<file path="src/rtl/ip_codma_machine_states_pkg.sv">
// Shared state encodings and constants for the codma core machines.
package ip_codma_machine_states_pkg;

    typedef enum logic [1:0] {
        CRC_IDLE = 2'b00,
        CRC_WAIT = 2'b01,
        CRC_BYTE = 2'b10,
        CRC_DONE = 2'b11
    } crc_state_t;

    // Reflected IEEE 802.3 polynomial.
    localparam logic [31:0] CODMA_CRC_POLY = 32'hEDB8_8320;

endpackage

</file>
<file path="src/rtl/ip_codma_crc_engine_if.sv">
// Control and data handshake between the codma core machine and the CRC engine.
interface ip_codma_crc_engine_if #(
    parameter int LEN_W = 16
);
    logic             start_i;
    logic             abort_i;
    logic [LEN_W-1:0] len_i;
    logic [31:0]      data_i;
    logic             data_valid_i;
    logic             data_ready_o;
    logic             busy_o;
    logic             done_o;
    logic [31:0]      crc_o;

    modport master (
        output start_i, abort_i, len_i, data_i, data_valid_i,
        input  data_ready_o, busy_o, done_o, crc_o
    );

    modport slave (
        input  start_i, abort_i, len_i, data_i, data_valid_i,
        output data_ready_o, busy_o, done_o, crc_o
    );
endinterface

</file>
<file path="src/rtl/ip_codma_crc_engine_crc_byte.sv">
// Combinational reflected CRC-32 step over one byte.
module ip_codma_crc_byte
    import ip_codma_machine_states_pkg::*;
(
    input  logic [31:0] crc_in,
    input  logic [7:0]  data_byte,
    output logic [31:0] crc_out
);
    logic [31:0] c;

    always_comb begin
        c = crc_in ^ {24'h0, data_byte};
        for (int unsigned i = 0; i < 8; i++) begin
            c = c[0] ? ((c >> 1) ^ CODMA_CRC_POLY) : (c >> 1);
        end
        crc_out = c;
    end
endmodule

</file>
<file path="src/rtl/ip_codma_crc_engine.sv">
// Byte-serial CRC-32 over a programmed number of 32-bit words.
// CODMA_CRC_FINAL_XOR_EN: when defined, crc_o is inverted (standard CRC-32).
module ip_codma_crc_engine
    import ip_codma_machine_states_pkg::*;
#(
    parameter int          LEN_W    = 16,
    parameter logic [31:0] CRC_INIT = 32'hFFFF_FFFF
) (
    input  logic                 clk_i,
    input  logic                 reset_i,
    ip_codma_crc_engine_if.slave bus
);
`ifdef CODMA_CRC_FINAL_XOR_EN
    localparam logic [31:0] FINAL_XOR = '1;
`else
    localparam logic [31:0] FINAL_XOR = '0;
`endif

    crc_state_t       crc_state_r;
    logic [31:0]      crc_r;
    logic [31:0]      word_r;
    logic [LEN_W-1:0] words_left_r;
    logic [1:0]       byte_idx_r;
    logic [7:0]       cur_byte;
    logic [31:0]      crc_step;

    always_comb begin
        cur_byte = word_r[{byte_idx_r, 3'b000} +: 8];
    end

    ip_codma_crc_byte u_crc_byte (
        .crc_in    (crc_r),
        .data_byte (cur_byte),
        .crc_out   (crc_step)
    );

    // done_o and crc_o are loaded on entry to DONE so the pulse lands in cycle 5N+1.
    always_ff @(posedge clk_i or posedge reset_i) begin
        if (reset_i) begin
            crc_state_r      <= CRC_IDLE;
            crc_r            <= CRC_INIT;
            word_r           <= '0;
            words_left_r     <= '0;
            byte_idx_r       <= '0;
            bus.data_ready_o <= 1'b0;
            bus.busy_o       <= 1'b0;
            bus.done_o       <= 1'b0;
            bus.crc_o        <= '0;
        end else begin
            bus.done_o <= 1'b0;
            if (crc_state_r != CRC_IDLE && bus.abort_i) begin
                crc_state_r      <= CRC_IDLE;
                bus.data_ready_o <= 1'b0;
                bus.busy_o       <= 1'b0;
            end else begin
                case (crc_state_r)
                    CRC_IDLE: begin
                        if (bus.start_i) begin
                            crc_r        <= CRC_INIT;
                            words_left_r <= bus.len_i;
                            bus.busy_o   <= 1'b1;
                            if (bus.len_i == '0) begin
                                crc_state_r <= CRC_DONE;
                                bus.done_o  <= 1'b1;
                                bus.crc_o   <= CRC_INIT ^ FINAL_XOR;
                            end else begin
                                crc_state_r      <= CRC_WAIT;
                                bus.data_ready_o <= 1'b1;
                            end
                        end
                    end
                    CRC_WAIT: begin
                        if (bus.data_valid_i) begin
                            word_r           <= bus.data_i;
                            byte_idx_r       <= '0;
                            words_left_r     <= words_left_r - LEN_W'(1);
                            crc_state_r      <= CRC_BYTE;
                            bus.data_ready_o <= 1'b0;
                        end
                    end
                    CRC_BYTE: begin
                        crc_r <= crc_step;
                        if (byte_idx_r == 2'd3) begin
                            if (words_left_r == '0) begin
                                crc_state_r <= CRC_DONE;
                                bus.done_o  <= 1'b1;
                                bus.crc_o   <= crc_step ^ FINAL_XOR;
                            end else begin
                                crc_state_r      <= CRC_WAIT;
                                bus.data_ready_o <= 1'b1;
                            end
                        end else begin
                            byte_idx_r <= byte_idx_r + 2'd1;
                        end
                    end
                    CRC_DONE: begin
                        crc_state_r <= CRC_IDLE;
                        bus.busy_o  <= 1'b0;
                    end
                    default: crc_state_r <= CRC_IDLE;
                endcase
            end
        end
    end
endmodule

</file>
<file path="src/flat_wrapper.sv">
// flat-port wrapper written by rule: the top's interface ports become plain ports
module ip_codma_crc_engine_flat import ip_codma_machine_states_pkg::*;
#(
    parameter int          LEN_W    = 16,
    parameter logic [31:0] CRC_INIT = 32'hFFFF_FFFF
)
  (clk_i, reset_i, bus_start_i, bus_abort_i, bus_len_i, bus_data_i, bus_data_valid_i, bus_data_ready_o, bus_busy_o, bus_done_o, bus_crc_o);
  ip_codma_crc_engine_if #(.LEN_W(LEN_W)) bus_i ();
  input  logic clk_i;
  input  logic reset_i;
  input wire logic [$bits(bus_i.start_i)-1:0] bus_start_i;
  input wire logic [$bits(bus_i.abort_i)-1:0] bus_abort_i;
  input wire logic [$bits(bus_i.len_i)-1:0] bus_len_i;
  input wire logic [$bits(bus_i.data_i)-1:0] bus_data_i;
  input wire logic [$bits(bus_i.data_valid_i)-1:0] bus_data_valid_i;
  output wire logic [$bits(bus_i.data_ready_o)-1:0] bus_data_ready_o;
  output wire logic [$bits(bus_i.busy_o)-1:0] bus_busy_o;
  output wire logic [$bits(bus_i.done_o)-1:0] bus_done_o;
  output wire logic [$bits(bus_i.crc_o)-1:0] bus_crc_o;
  assign bus_i.start_i = bus_start_i;
  assign bus_i.abort_i = bus_abort_i;
  assign bus_i.len_i = bus_len_i;
  assign bus_i.data_i = bus_data_i;
  assign bus_i.data_valid_i = bus_data_valid_i;
  assign bus_data_ready_o = bus_i.data_ready_o;
  assign bus_busy_o = bus_i.busy_o;
  assign bus_done_o = bus_i.done_o;
  assign bus_crc_o = bus_i.crc_o;
  ip_codma_crc_engine #(.LEN_W(LEN_W), .CRC_INIT(CRC_INIT)) u_core (.clk_i(clk_i), .reset_i(reset_i), .bus(bus_i));
endmodule
</file>
<file path="config.mk">
export PLATFORM = sky130hd
export DESIGN_NAME = ip_codma_crc_engine_flat
export DESIGN_NICKNAME = d
export VERILOG_FILES = /design/src/rtl/ip_codma_machine_states_pkg.sv /design/src/rtl/ip_codma_crc_engine_if.sv /design/src/rtl/ip_codma_crc_engine_crc_byte.sv /design/src/rtl/ip_codma_crc_engine.sv /design/src/flat_wrapper.sv
export SDC_FILE = /design/constraint.sdc
export NUM_CORES = 1
export LEC_CHECK = 0
export BUFFER_PORTS_ARGS = -buffer_cell sky130_fd_sc_hd__buf_2
export CORE_UTILIZATION = 50
export CTS_CLUSTER_SIZE = 30
export DETAILED_ROUTE_END_ITERATION = 16
export HOLD_SLACK_MARGIN = 0.1
export PLACE_DENSITY = 0.71
export RECOVER_POWER = 100
export SKIP_LAST_GASP = 1
export SYNTH_ARGS = -nofsm -noshare
export SYNTH_HDL_FRONTEND = slang
export SYNTH_SLANG_ARGS = --single-unit
</file>
<file path="constraint.sdc">
create_clock -name clk_i -period 3.7 [get_ports clk_i]
set_input_delay 0.185 -clock clk_i [delete_from_list [all_inputs] [get_ports clk_i]]
set_output_delay 0.185 -clock clk_i [all_outputs]
set_load 0.1 [all_outputs]
</file>
==> metrics <==
first-pass GRT wire length=24000 µm; Post-Synth Simple-Gate Area=0.0892; post-DP HPWL=9530 µm; crit end category=flop; Synthesis Warnings=0; CTS Buf Count=17; GP Congestion=0.827; failing checks=capacitance limit, slew limit; clock latency at the later pin of the worst-skew pair=420 ps; wire per inst=17.9 µm; fin crit share=0.880; nets@finish=724; critical path class=flop to flop; Synth Area in Compound Gates=0.147; crit-path cells=mux4_1 -> xor2_1 -> xnor2_2 -> xnor2_2 -> xor2_1 -> o22a_1; Max Slew Vio Count=101; GRT Max-Usage Layer=met2; die height=113 µm; cells after synthesis=543; io pins=88; GRT Total Usage=0.245; TritonRoute pass-1 iters=5; Hold Crit Class=input pin to flop; row count=40; Mean Syn Cell Area=11.3 µm²; data required time at the worst endpoint=4050 ps; Core ar.=12000 µm²; CTS sink count=119; Initial Util=0.511; met2 Use GR=0.396; top-count cell post-synth=dfrtp_1; met3 usage=0.0471; met1 Usage GRT=0.324; worst-margin pin slew=2520 ps; DR DRC count=0; Final min period=3260 ps; Final Hold Vio Count=0; Post-synth top cells=dfrtp_1, nor2_1, a31oi_1; largest net degree at the start of global routing=68; Yosys top cell area share=0.354; initial antenna violation count=0; Worst R2R Setup Slack=440 ps; ys flop type=dfrtp_1; Post-synth EDFFs=0; vias in the first global route=4735; via density per instance=5.71; gr ovfl total=0; Port Buf Inserts=87; main combinational cell family by area after synthesis=compound AO/OA/AOI/OAI gates; die footprint=12700 µm²; Total Routed Length=14800 µm; Post-Route Setup TNS=0 ps; Max FO, Critical Path=12; Fin Clk Skew=9.45 ps; CTS H-tree lvls=4; vias=4705; top cells by area, synth=dfrtp_1, dfstp_2, mux2_2; max-cap violation count=2; Max clock buf depth=2; Die Width=113 µm; adder-cell share of the synthesized area=0.0143; CTS tree=yes; Syn Nets=603; Distinct cells, synth=50; Critical Path Max Stage Delay=730 ps; cell taking the most area after synthesis=dfrtp_1; Seq/Total Area, Yosys=0.491; Inserted Diodes=0; post-synthesis instance area=6140 µm²; drt first-iter violations=270; Max Clk Rate=307 MHz; share of flip-flops with an asynchronous set or reset=1.00; crit path max-delay cell type=dfrtp_1; Synth Area in XOR/XNOR=0.130; mux contribution to synthesized area=0.100; Worst EP arrival=3600 ps; outcome=complete, but fails checks; final setup violation count=0; area delta synth->final=25.2%; register bit total from synthesis=119; CTS root buf=clkbuf_16; share of cells above drive strength 1=0.267; Critical Path Source Type=flop; Worst-path clk slew=60 ps; Post-DRT Antenna Nets=0; RSZ-0062 raised after global routing=false; slew margin rel.=-0.677
## per-layer routing
| metal | part of all wire | routed length, µm |
|---|---|---|
| met3 | 0.040 | 597 |
| met5 | 0 | 0 |
| met2 | 0.49 | 7280 |
| met1 | 0.44 | 6530 |
| met4 | 0.025 | 373 |
## area by class of cell
class                           instances  area, µm²
Fill cell                             941       4320
Sequential cell                       119       3020
Multi-Input combinational cell        380       2960
Timing Repair Buffer                  135        848
Clock buffer                           17        425
Clock inverter                         15        215
Tap cell                              147        184
Inverter                               11       41.3
## worst max-delay path: cells and delay by family, from the launching register on
kind	cells	cell delay (ps)
muxes	1	680
AOI/OAI and AO/OA	1	160
DFF	1	730
xor gates and xnor gates	4	1620
## worst paths after layout
kind / from / to / cells past startpoint
max in group asynchronous: reset_i / u_core.crc_r[28]$_DFFE_PP1P_ / 4
max reg2reg: u_core.byte_idx_r[0]$_DFFE_PP0P_ / u_core.bus.crc_o[25]$_DFFE_PP0P_ / 6
min in group asynchronous: reset_i / u_core.words_left_r[2]$_DFFE_PP0P_ / 3
max: u_core.byte_idx_r[0]$_DFFE_PP0P_ / u_core.bus.crc_o[25]$_DFFE_PP0P_ / 6
min reg2reg: u_core.bus.data_ready_o$_DFFE_PP0P_ / u_core.bus.data_ready_o$_DFFE_PP0P_ / 1
min: bus_len_i[7] / u_core.words_left_r[7]$_DFFE_PP0P_ / 3
## cell usage in the layout (no fill, tap or decap), types with 7 or more instances in the layout
master / instances
ha_1: 7
dfstp_2: 32
clkbuf_1: 36
xor2_1: 24
nor2_1: 60
clkbuf_16: 17
mux2_2: 34
nor4_1: 10
a21oi_1: 26
xnor2_1: 30
a31oi_1: 35
nand2_1: 24
o22ai_1: 8
dlygate4sd3_1: 41
inv_1: 8
dfrtp_1: 87
buf_2: 52
o22a_1: 26
o21ai_0: 24
## registers in the layout, summed over array words and instances (netlist names)
register,cells
u_core.bus.crc_o,32
u_core.crc_r,32
u_core.word_r,32
u_core.words_left_r,16
u_core.byte_idx_r,2
u_core.crc_state_r,2
u_core.bus.busy_o,1
u_core.bus.data_ready_o,1
u_core.bus.done_o,1
## metrics by stage
| step | instance area, µm² | setup WS [ps] | cells | hold WS [ps] | util |
|---|---|---|---|---|---|
| 3_5_place_dp | 6710 | 581 | 751 | 414 | 0.558 |
| 3_3_place_gp | 6710 | 677 | 751 | 400 | 0.558 |
| 5_1_grt | 7690 | 245 | 824 | 116 | 0.640 |
| 6_report | 7690 | 445 | 824 | 120 | 0.640 |
| 4_1_cts | 7760 | 551 | 824 | 102 | 0.646 |
| 2_1_floorplan | 6140 | 410 | 543 | 337 | - |
## what timing repair did
item	CTS	global route
buffers inserted	0	0
endpoints found under the setup margin	0	0
hold endpoints to repair	85	0
hold buffers	41	0
gates resized for setup	0	0
## kinds of logic after synthesis
kind of cell             Yosys count
AO/OA/AOI/OAI                    136
multiplexers                      46
adder cells (fa/ha/maj)            7
flip-flops                       119
AND/OR/NAND/NOR                  123
buffers and inverters             44
XOR/XNOR                          68
Power is not shown: default switching activity piles up to over one toggle a cycle in this logic, so the estimate is an artifact.
